### src/rtl/simple_uart_transmitter.sv
// 8N1 UART transmitter, LSB first, fed from a small byte FIFO.
// Frames run back-to-back while the FIFO holds data.
module simple_uart_transmitter #(
  parameter int CLK_FREQ   = 250_000_000,
  parameter int BAUD       = 115_200,
  parameter int FIFO_DEPTH = 8
) (
  input  logic                          i_clk,
  input  logic                          i_rst,
  input  logic [7:0]                    i_dat,
  input  logic                          i_dat_vld,
  output logic                          o_dat_rdy,
  output logic                          o_tx,
  output logic                          o_busy,
  output logic [$clog2(FIFO_DEPTH):0]   o_fifo_cnt
);

  localparam int CLKS_PER_BIT = CLK_FREQ / BAUD;
  localparam int TW = (CLKS_PER_BIT > 1) ? $clog2(CLKS_PER_BIT) : 1;
  localparam int AW = $clog2(FIFO_DEPTH);
  localparam int CW = AW + 1;
  localparam logic [TW-1:0] TMR_LAST = TW'(CLKS_PER_BIT - 1);
  localparam logic [CW-1:0] CNT_FULL = CW'(FIFO_DEPTH);

  typedef enum logic [1:0] {
    S_IDLE,
    S_START,
    S_DATA,
    S_STOP
  } state_t;

  state_t        r_state;
  logic [TW-1:0] r_tmr;
  logic [2:0]    r_idx;
  logic [7:0]    r_shift;
  logic          r_tx;
  logic          r_busy;

  logic [7:0]    r_mem [FIFO_DEPTH];
  logic [AW-1:0] r_wr_ptr;
  logic [AW-1:0] r_rd_ptr;
  logic [CW-1:0] r_cnt;

  logic          w_full;
  logic          w_empty;
  logic          w_push;
  logic          w_pop;
  logic          w_wrap;
  logic [7:0]    w_rd_dat;

  assign w_full   = (r_cnt == CNT_FULL);
  assign w_empty  = (r_cnt == '0);
  assign w_push   = i_dat_vld & ~w_full;
  assign w_wrap   = (r_tmr == TMR_LAST);
  assign w_rd_dat = r_mem[r_rd_ptr];

  // Pop on the IDLE load or exactly on the STOP wrap (no idle gap).
  assign w_pop = ~w_empty &
                 ((r_state == S_IDLE) |
                  ((r_state == S_STOP) & w_wrap));

  assign o_dat_rdy  = ~w_full;
  assign o_tx       = r_tx;
  assign o_busy     = r_busy;
  assign o_fifo_cnt = r_cnt;

  always_ff @(posedge i_clk) begin
    if (w_push) begin
      r_mem[r_wr_ptr] <= i_dat;
    end
  end

  always_ff @(posedge i_clk or posedge i_rst) begin
    if (i_rst) begin
      r_wr_ptr <= '0;
      r_rd_ptr <= '0;
      r_cnt    <= '0;
    end else begin
      if (w_push) begin
        r_wr_ptr <= r_wr_ptr + 1'b1;
      end
      if (w_pop) begin
        r_rd_ptr <= r_rd_ptr + 1'b1;
      end
      unique case ({w_push, w_pop})
        2'b10:   r_cnt <= r_cnt + 1'b1;
        2'b01:   r_cnt <= r_cnt - 1'b1;
        default: r_cnt <= r_cnt;
      endcase
    end
  end

  always_ff @(posedge i_clk or posedge i_rst) begin
    if (i_rst) begin
      r_state <= S_IDLE;
      r_tmr   <= '0;
      r_idx   <= '0;
      r_shift <= '0;
      r_tx    <= 1'b1;
      r_busy  <= 1'b0;
    end else begin
      unique case (r_state)
        S_IDLE: begin
          r_tmr <= '0;
          r_tx  <= 1'b1;
          if (w_pop) begin
            r_shift <= w_rd_dat;
            r_state <= S_START;
            r_tx    <= 1'b0;
            r_busy  <= 1'b1;
          end
        end
        S_START: begin
          if (w_wrap) begin
            r_tmr   <= '0;
            r_idx   <= '0;
            r_state <= S_DATA;
            r_tx    <= r_shift[0];
          end else begin
            r_tmr <= r_tmr + 1'b1;
          end
        end
        S_DATA: begin
          if (w_wrap) begin
            r_tmr <= '0;
            if (r_idx == 3'd7) begin
              r_state <= S_STOP;
              r_tx    <= 1'b1;
            end else begin
              r_idx   <= r_idx + 1'b1;
              r_shift <= r_shift >> 1;
              r_tx    <= r_shift[1];
            end
          end else begin
            r_tmr <= r_tmr + 1'b1;
          end
        end
        S_STOP: begin
          if (w_wrap) begin
            r_tmr <= '0;
            if (w_pop) begin
              r_shift <= w_rd_dat;
              r_state <= S_START;
              r_tx    <= 1'b0;
            end else begin
              r_state <= S_IDLE;
              r_busy  <= 1'b0;
            end
          end else begin
            r_tmr <= r_tmr + 1'b1;
          end
        end
        default: begin
          r_state <= S_IDLE;
          r_tx    <= 1'b1;
          r_busy  <= 1'b0;
        end
      endcase
    end
  end

endmodule

### config.mk
export PLATFORM = sky130hd
export DESIGN_NAME = simple_uart_transmitter
export DESIGN_NICKNAME = d
export VERILOG_FILES = /design/src/rtl/simple_uart_transmitter.sv
export SDC_FILE = /design/constraint.sdc
export NUM_CORES = 1
export LEC_CHECK = 0
export CAP_MARGIN = 10
export CELL_PAD_IN_SITES_DETAIL_PLACEMENT = 0
export CELL_PAD_IN_SITES_GLOBAL_PLACEMENT = 2
export CORE_MARGIN = 5
export CORE_UTILIZATION = 44
export DETAILED_ROUTE_END_ITERATION = 7
export GPL_TIMING_DRIVEN = 0
export PLACE_DENSITY_LB_ADDON = 0.1
export SLEW_MARGIN = 20
export SYNTH_ARGS = -nofsm -noshare
export SYNTH_HDL_FRONTEND = slang
export SYNTH_SLANG_ARGS = --single-unit
### constraint.sdc
create_clock -name i_clk -period 3.1 [get_ports i_clk]
set_input_delay 0.465 -clock i_clk [delete_from_list [all_inputs] [get_ports i_clk]]
set_output_delay 0.465 -clock i_clk [all_outputs]
set_load 0.02 [all_outputs]
==> results.txt <==
Synth area leaders: edfxtp_1 42%, dfrtp_1 20%, mux4_2 7.9%
Final Hold Fails: 0
Top Layer Used: met4
Netlist cell types: 53
CTS Root Cell: clkbuf_8
Final Wtd Congestion: 0.729
CTS tree: built
Clock Pin Slew Worst Setup and Hold Paths: 100 ps
Num ports: 18
Register area: 0.00285 mm2
Power Density: 888 mW/mm2
CTS resizes: 0
Area grow syn2layout: 12.7%
CTS sink count: 101
Clk_skew: 8.35 ps
Met2 WL: 4050 um
Met3 WL: 197 um
Max-Cap Viols: 0
Pleak: 1.91 nW
Hpwl dp: 5690 um
Diode count: 0
Syn_nets: 338
Area of the multi-input gates: 0.00161 mm2
Fmax: 0.347 GHz
Slew Viols, Final: 0
Overflow left after global routing: 0
RSZ-0062 raised after global routing: no
Synthesis-stage register bit count: 101
Slew @ Worst Pin: 937 ps
Synth warn: 0
Vias in the first global route: 2727
Leading cell type in the layout, fill and taps excluded: edfxtp_1
Top FF cell, synth: edfxtp_1
Fillers: 901
Die height: 112 um
Final wirelength: 8320 um
Critical Path RT: 3350 ps
Row count: 37
Synth Instances: 313
Setup crit start kind: flop
Status: finished clean
DRT iter0 DRCs: 127
Hold_buf cts: 0
Critical path class: flop to flop
Cell area after synthesis: 0.00454 mm2
DR WL/cell: 17.2 um
Area of the die: 0.0124 mm2
VDD IR max: 0.391 mV
Num CTS Buffers: 9
Critical-path top delay cell: or4_1
Sequential-to-total area share from yosys stat: 0.628
Largest net degree at the start of global routing: 32
Total power: 0.00454 W
Initial Utilization: 0.446
Fin crit share: 0.929
Worst-path fanout max: 10
CP Capture Type: flop
Slew margin rel.: 0.373
CP Cell Sequence: clkbuf_2 > or4_1 > clkbuf_1 > nand2_4 > inv_1 > ha_1 > xor2_1 > ha_1 > a21oi_1 > xor2_1 > nor2_1 > xor2_1
Tmin final: 2880 ps
Top-area cell type share of the netlist area: 0.423
Nets: 369
Util after Layout: 0.502
Worst endpoint data arrival time: 3130 ps
Core area: 0.0102 mm2
Post CTS Setup Buffer Count: 0
EDFF count, synth: 64
R2r setup slk: 220 ps
H-tree Lvls: 3
Met1 wire length: 4000 um
Via density: 5.33
Hold WC Path Type: input port to asynchronous set/reset pin
Number of routed nets with antenna violations: 0
Router iterations before antenna repair: 4
Critical path's largest stage delay: 540 ps
Die W: 112 um
Cell taking the most area after synthesis: edfxtp_1
# DRC: 0
Most frequent CP cell: xor2_1
Asr flop ratio synth: 0.366
Clock Latency Late Sink: 360 ps
First-pass GRT wire length: 14100 um
Number of port buffers: 17
Avg Inst Size Synth: 14.5 um2
Initial antenna violation count: 0
Clk buf depth: 2
# setup viols final: 0
Commonest non-fill, non-tap cells in the layout: 64 x edfxtp_1, 36 x dfrtp_1, 26 x nor2_1
Layout cells sized above 1: 0.160
Via Count: 2587
Global Route Usage Sum: 0.146
==> sequential cells by signal, indices dropped and copies added, names as in the netlist <==
register,count
r_mem,64
r_state,2
r_tmr,12
o_busy,1
r_idx,3
r_rd_ptr,3
o_tx,1
r_wr_ptr,3
r_shift,8
o_fifo_cnt,4
==> kinds of logic (layout without fill, tap and decap cells) <==
kind of cell    Yosys count  count (layout)  synth area share
flops                   101             101             0.628
simple gates             90              90             0.105
compound gates           42              42            0.0678
mux                      27              27             0.104
buf+inv                  21              57            0.0212
xor+xnor                 18              18            0.0347
fa+ha+maj                14              14            0.0386
==> report_power, final <==
group          internal, W  switching (W)
Clock             0.000313       0.000500
Combinational     0.000831       0.000976
Sequential         0.00174       0.000180
Total              0.00288        0.00166
==> final cells by class <==
class	instances	share of cell area
Tap cell	136	0.0333
Sequential cell	101	0.557
Inverter	8	0.00587
Clock buffer	9	0.0242
Clock inverter	7	0.0122
Multi-Input combinational cell	191	0.314
Buffer	13	0.0130
Timing Repair Buffer	20	0.0401
==> cells in the mapped netlist (all sizes together) (3+ instances only) <==
cell / count
buf: 6
nor2b: 6
xnor2: 8
nor3: 5
ha: 14
o21ai: 8
a21oi: 8
xor2: 10
nor2: 26
and3: 7
nand3: 9
edfxtp: 64
dfrtp: 36
o41ai: 6
clkbuf: 7
a221oi: 6
inv: 8
mux2: 3
mux2i: 8
mux4: 16
nand2: 22
==> worst max-delay path: cells and delay by family (launching register included) <==
family	cells	cell delay (ps)
AOI/OAI and AO/OA	1	150
xor gates and xnor gates	3	460
adders and majority gates	2	460
buffers and inverters	3	530
DFF	1	380
and+or+nand+nor	3	770
==> per-layer routing <==
metal | vias up | global-route usage
li1 | 1244 | -
met1 | 1313 | 0.202
met2 | 22 | 0.231
met3 | 8 | 0.0321
met4 | 0 | 0.0462
met5 | - | 0
==> worst paths after layout <==
| check | cells after the start | to | start |
|---|---|---|---|
| worst max-delay path | 12 | o_fifo_cnt[2]$_DFFE_PP0P_ | o_fifo_cnt[1]$_DFFE_PP0P_ |
| worst min-delay path | 2 | r_wr_ptr[0]$_DFFE_PP0P_ | i_rst |
| worst max register to register | 12 | o_fifo_cnt[2]$_DFFE_PP0P_ | o_fifo_cnt[1]$_DFFE_PP0P_ |
| worst min register to register | 1 | o_fifo_cnt[3]$_DFFE_PP0P_ | o_fifo_cnt[3]$_DFFE_PP0P_ |
| max in group asynchronous | 3 | o_tx$_DFFE_PP1P_ | i_rst |
| min in group i_clk | 1 | o_fifo_cnt[3]$_DFFE_PP0P_ | o_fifo_cnt[3]$_DFFE_PP0P_ |
==> metrics by stage <==
| step | area (um2) | setup TNS, ps | worst slack [ps] | hold WS, ps | std cells |
|---|---|---|---|---|---|
| 6_report | 5110 | 0 | 221 | 308 | 485 |
| 5_1_grt | 5110 | 0 | 12.5 | 294 | 485 |
| 4_1_cts | 5110 | 0 | 145 | 291 | 485 |
| 3_5_place_dp | 4920 | 0 | 166 | 500 | 469 |
| 3_3_place_gp | 4880 | -504 | -64.0 | 491 | 466 |
| 2_1_floorplan | 4540 | 0 | 459 | 474 | 313 |
Note: power is estimated with default switching activity, not from simulation.
